==> src/rtl/cpu_control_sequencer.sv <==
// Hard-wired control sequencer: two-cycle byte fetch into IR, decode, multi-step execute for
// BRA / MOVL / LD / ADD / HLT. Only the step counter and halt flag are stateful.
module cpu_control_sequencer (
    input  logic        Clock,
    input  logic        Reset,
    input  logic [15:0] IROut,
    output logic [2:0]  SeqCnt,
    output logic        Halted,
    output logic        IR_Write,
    output logic        IR_LH,
    output logic        Mem_CS,
    output logic        Mem_WR,
    output logic        DR_E,
    output logic [1:0]  DR_FunSel,
    output logic [1:0]  MuxASel,
    output logic [1:0]  MuxBSel,
    output logic [2:0]  RF_OutASel,
    output logic [2:0]  RF_OutBSel,
    output logic [3:0]  RF_RegSel,
    output logic [2:0]  RF_FunSel,
    output logic [2:0]  ARF_RegSel,
    output logic [1:0]  ARF_FunSel,
    output logic [1:0]  ARF_OutDSel,
    output logic [4:0]  ALU_FunSel,
    output logic        ALU_WF,
    output logic        MuxDSel,
    output logic [1:0]  MuxCSel,
    output logic [1:0]  ARF_OutCSel,
    output logic [3:0]  RF_ScrSel
);

    typedef enum logic [2:0] {StT0, StT1, StT2, StT3, StT4, StT5, StT6, StT7} step_e;

    localparam logic [5:0] OpBra  = 6'h00;
    localparam logic [5:0] OpMovl = 6'h11;
    localparam logic [5:0] OpLd   = 6'h12;
    localparam logic [5:0] OpAdd  = 6'h14;
    localparam logic [5:0] OpHlt  = 6'h15;

    step_e      seq_q, seq_d;
    logic       halted_q, halted_d;
    logic [5:0] opcode;
    logic [1:0] rsel;
    logic [3:0] rsel_onehot;
    logic       unused_imm;

    assign opcode      = IROut[15:10];
    assign rsel        = IROut[9:8];
    assign rsel_onehot = 4'b1000 >> rsel;
    // The immediate feeds the datapath directly through MuxA/MuxB, never the sequencer.
    assign unused_imm  = ^IROut[7:0];

    assign SeqCnt      = seq_q;
    assign Halted      = halted_q;
    assign MuxDSel     = 1'b0;
    assign MuxCSel     = 2'b00;
    assign ARF_OutCSel = 2'b00;
    assign RF_ScrSel   = 4'b0000;

    always_ff @(posedge Clock or negedge Reset) begin
        if (!Reset) begin
            seq_q    <= StT0;
            halted_q <= 1'b0;
        end else begin
            seq_q    <= seq_d;
            halted_q <= halted_d;
        end
    end

    always_comb begin
        seq_d    = seq_q;
        halted_d = halted_q;
        if (halted_q) begin
            seq_d = StT0;
        end else begin
            case (seq_q)
                StT0: seq_d = StT1;
                StT1: seq_d = StT2;
                StT2: begin
                    seq_d = (opcode == OpLd) ? StT3 : StT0;
                    if (opcode == OpHlt) halted_d = 1'b1;
                end
                StT3, StT4, StT5, StT6: seq_d = step_e'(seq_q + 3'd1);
                default: seq_d = StT0;
            endcase
        end
    end

    always_comb begin
        IR_Write    = 1'b0;
        IR_LH       = 1'b0;
        Mem_CS      = 1'b1;
        Mem_WR      = 1'b0;
        DR_E        = 1'b0;
        DR_FunSel   = 2'b00;
        MuxASel     = 2'b00;
        MuxBSel     = 2'b00;
        RF_OutASel  = 3'b000;
        RF_OutBSel  = 3'b000;
        RF_RegSel   = 4'b0000;
        RF_FunSel   = 3'b000;
        ARF_RegSel  = 3'b000;
        ARF_FunSel  = 2'b00;
        ARF_OutDSel = 2'b00;
        ALU_FunSel  = 5'b00000;
        ALU_WF      = 1'b0;
        // Outputs stay idle while reset is held, even though the counter sits at T0.
        if (Reset && !halted_q) begin
            case (seq_q)
                StT0, StT1: begin
                    ARF_OutDSel = 2'b00;
                    Mem_CS      = 1'b0;
                    IR_Write    = 1'b1;
                    IR_LH       = (seq_q == StT1);
                    ARF_RegSel  = 3'b100;
                    ARF_FunSel  = 2'b01;
                end
                StT2: begin
                    case (opcode)
                        OpBra: begin
                            MuxBSel    = 2'b11;
                            ARF_RegSel = 3'b100;
                            ARF_FunSel = 2'b10;
                        end
                        OpMovl: begin
                            MuxASel   = 2'b11;
                            RF_RegSel = rsel_onehot;
                            RF_FunSel = 3'b010;
                        end
                        OpLd: begin
                            MuxBSel    = 2'b11;
                            ARF_RegSel = 3'b010;
                            ARF_FunSel = 2'b10;
                        end
                        OpAdd: begin
                            RF_OutASel = {1'b0, rsel};
                            RF_OutBSel = 3'b000;
                            ALU_FunSel = 5'b10100;
                            ALU_WF     = 1'b1;
                            MuxASel    = 2'b00;
                            RF_RegSel  = rsel_onehot;
                            RF_FunSel  = 3'b010;
                        end
                        default: ;
                    endcase
                end
                StT3, StT4, StT5, StT6: begin
                    ARF_OutDSel = 2'b10;
                    Mem_CS      = 1'b0;
                    DR_E        = 1'b1;
                    DR_FunSel   = (seq_q == StT3) ? 2'b01 : 2'b10;
                    if (seq_q != StT6) begin
                        ARF_RegSel = 3'b010;
                        ARF_FunSel = 2'b01;
                    end
                end
                StT7: begin
                    MuxASel   = 2'b10;
                    RF_RegSel = rsel_onehot;
                    RF_FunSel = 3'b010;
                end
                default: ;
            endcase
        end
    end

endmodule

==> config.mk <==
export PLATFORM = sky130hd
export DESIGN_NAME = cpu_control_sequencer
export DESIGN_NICKNAME = d
export VERILOG_FILES = /design/src/rtl/cpu_control_sequencer.sv
export SDC_FILE = /design/constraint.sdc
export NUM_CORES = 1
export LEC_CHECK = 0
export ABC_AREA = 0
export CORE_MARGIN = 4
export CORE_UTILIZATION = 34
export CTS_BUF_LIST = sky130_fd_sc_hd__clkbuf_4 sky130_fd_sc_hd__clkbuf_8 sky130_fd_sc_hd__clkbuf_16
export DETAILED_ROUTE_END_ITERATION = 10
export PLACE_DENSITY = 0.89
export RECOVER_POWER = 25
export SLEW_MARGIN = 30
export SYNTH_ARGS = -nofsm -noshare
export SYNTH_HDL_FRONTEND = slang
export SYNTH_SLANG_ARGS = --single-unit
export TNS_END_PERCENT = 1
==> constraint.sdc <==
create_clock -name Clock -period 4.3 [get_ports Clock]
set_clock_uncertainty 0.15 [all_clocks]
set_input_delay 0.43 -clock Clock [delete_from_list [all_inputs] [get_ports Clock]]
set_output_delay 0.43 -clock Clock [all_outputs]
set_load 0.05 [all_outputs]
==> metrics <==
HP Class=in -> async; simple-gate share of the synthesized area=27.8%; TritonCTS clock tree=yes; Final ANT Viol Nets=0; first-pass GRT wire length=3390 µm; synthesized flop and latch total=4; Setup TNS=0 ns; Post-Synth XOR/XNOR Area=0%; Critical Path, Cell by Cell=dlygate4sd3_1 -> nor2b_1 -> nand2_1 -> a2111oi_1 -> clkdlybuf4s50_1; final worst-path cycle share=81.4%; Ys Warns=0; initial antenna violation count=0; initial DRC count=26; endpoints failing hold=0; Yosys top cell by area=buf_4; Starting Density=35.7%; sequential cell area=100 µm²; post-CTS sizing=0; CTS root buf=clkbuf_4; Area Growth Syn to Fin=40.0%; multiplexer share of the synthesized area=1.42%; buffers and inverters on the worst path=2; Critical Path AT=2.92 ns; Synth area leaders=buf_4 24%, dfrtp_1 13%, ha_1 11%, nor3_1 4.4%, a2111oi_1 3.8%; synth cell count leaders=25 x buf_4, 7 x ha_1, 7 x nor2_1, 7 x nor3_1; routed length per placed instance=12.5 µm; vias in the first global route=706; post-synthesis cell type count=36; Slew Limit Fails=0; top-area cell type share of the netlist area=23.7%; Slew headroom=64.8%; Die Area=3160 µm²; gr usage total=12.9%; Worst setup EP type=output port; synthesized area per cell=8.07 µm²; via/cell ratio=4.89; top-count cell post-synth=buf_4; fillcell total=217; num rows=17; Synth Area in Adders=11.1%; Final #Nets=159; Die Height=56.2 µm; Post-Route WL=2000 µm; Post-synth EDFFs=0; Final min period=3.50 ns; LEAKAGE=0.000451 µW; top_reg_cell synth=dfrtp_1; worst slew pin tran=0.526 ns; r2r worst-path depth=5; Syn Inst Count=98; placed inst area=1080 µm²; netlist area before placement=791 µm²; combinational family with the most area after synthesis=simple AND/OR/NAND/NOR gates; Vias=782; Post-CTS Hold Fix Bufs=0; Sink Count=4; top cell family by delay on the critical path=buffers and inverters; DRC viols=0; Critical Path Source Type=input port; # setup viols final=0; htree depth=1; Max Cap Viol=0; # IOs=68; Crit Path Category=in -> out; Core Area=2210 µm²; Synth Area in Compound Gates=19.3%; Worst path max stage delay=0.87 ns; Max Clock Freq=0.286 GHz; PD cells=443 nW/µm²; crit-path max FO=6; gpl congestion=0.842; register area share after synthesis=12.7%; Design Area, Final=1110 µm²; remaining global-route overflow=0; Port-buffer cells=38; Levels on crit path=5; RSZ-0062 raised after global routing=false; Async SR Flop Fraction=100%; clk_lat worst skew=0.23 ns; maximum vdd drop=0.301 mV; pin count of the biggest net entering global routing=17; Slowest-stage cell, CP=clkdlybuf4s50_1; DR pass1 iterations=4; outcome=complete, no violations; # Post-CTS Setup Buffers=0; required time of the critical path=3.72 ns; layout cells sized above 1=6.06%; Ant. Diodes=0; dpl hpwl=1680 µm; Reg clk slew, reported paths=0.03 ns; Multi-input gate area=551 µm²; CTS max path bufs=2; TritonCTS Buffers=3; die width=56.2 µm
[report_power, final]
group	switching [µW]	internal, µW
Clock	13.6	31.1
Combinational	261	120
Sequential	15.3	48.7
[routing by layer]
metal	routed length (µm)	global-route usage, %
met5	0	0
met4	0	4.07
met3	227	2.78
met2	932	20.9
met1	836	16.9
[cell families (layout without fill, tap and decap cells)]
family / Yosys count / count (layout)
flip-flops: 4 / 4
other: 1 / 21
buffers and inverters: 32 / 46
multiplexers: 1 / 1
AND/OR/NAND/NOR: 33 / 33
adder cells (fa/ha/maj): 7 / 7
AO/OA/AOI/OAI: 20 / 20
[layout by cell type, fill, tap and decap left out, drive strengths merged, types with 2 or more instances in the layout]
cell and instances:
dlygate4sd3 2, o21ai 3, nand2b 2, a2111oi 4
clkdlybuf4s50 36, dfrtp 4, conb 21, or3 2
clkbuf 3, nand2 3, ha 7, a31oi 3
a21oi 5, nor3 8, nor2 7, nand4 2
inv 5
[final timing paths]
path	startpoint	to	slack, ns
max	Reset	RF_RegSel[2]	0.80
min	Reset	SeqCnt[2]	0.36
max reg2reg	SeqCnt[0]	SeqCnt[2]	2.38
min reg2reg	Halted	SeqCnt[2]	0.40
max in group asynchronous	Reset	SeqCnt[0]	3.43
min in group Clock	Halted	SeqCnt[2]	0.40
[final cells by class]
class	instances	share of cell area [%]
Multi-Input combinational cell	82	49.7
Timing Repair Buffer	38	34.4
Sequential cell	4	9.04
Tap cell	28	3.16
Clock buffer	3	2.03
Inverter	5	1.69
[worst register-to-register path: stages (launching register included)]
cell and delay (ns):
dfrtp_1 0.42, inv_1 0.09, ha_1 0.27, or4b_1 0.57, o21ai_0 0.20, nor3_1 0.09
[registers in the layout (all words and copies together), names as in the netlist]
name	flops
Halted	1
SeqCnt	3
[through the flow]
stage	hold WS (ns)	power (µW)	util [%]	instances	setup WS (ns)
final	0.360	490	50.1	160	0.798
after global routing	0.375	525	50.1	160	0.551
after CTS	0.281	496	50.1	160	0.859
after detailed placement	0.407	447	49.0	157	0.866
after global placement	0.396	439	49.0	157	0.943
after floorplan	-0.0156	363	-	118	0.458
Note: power is estimated with default switching activity, not from simulation.
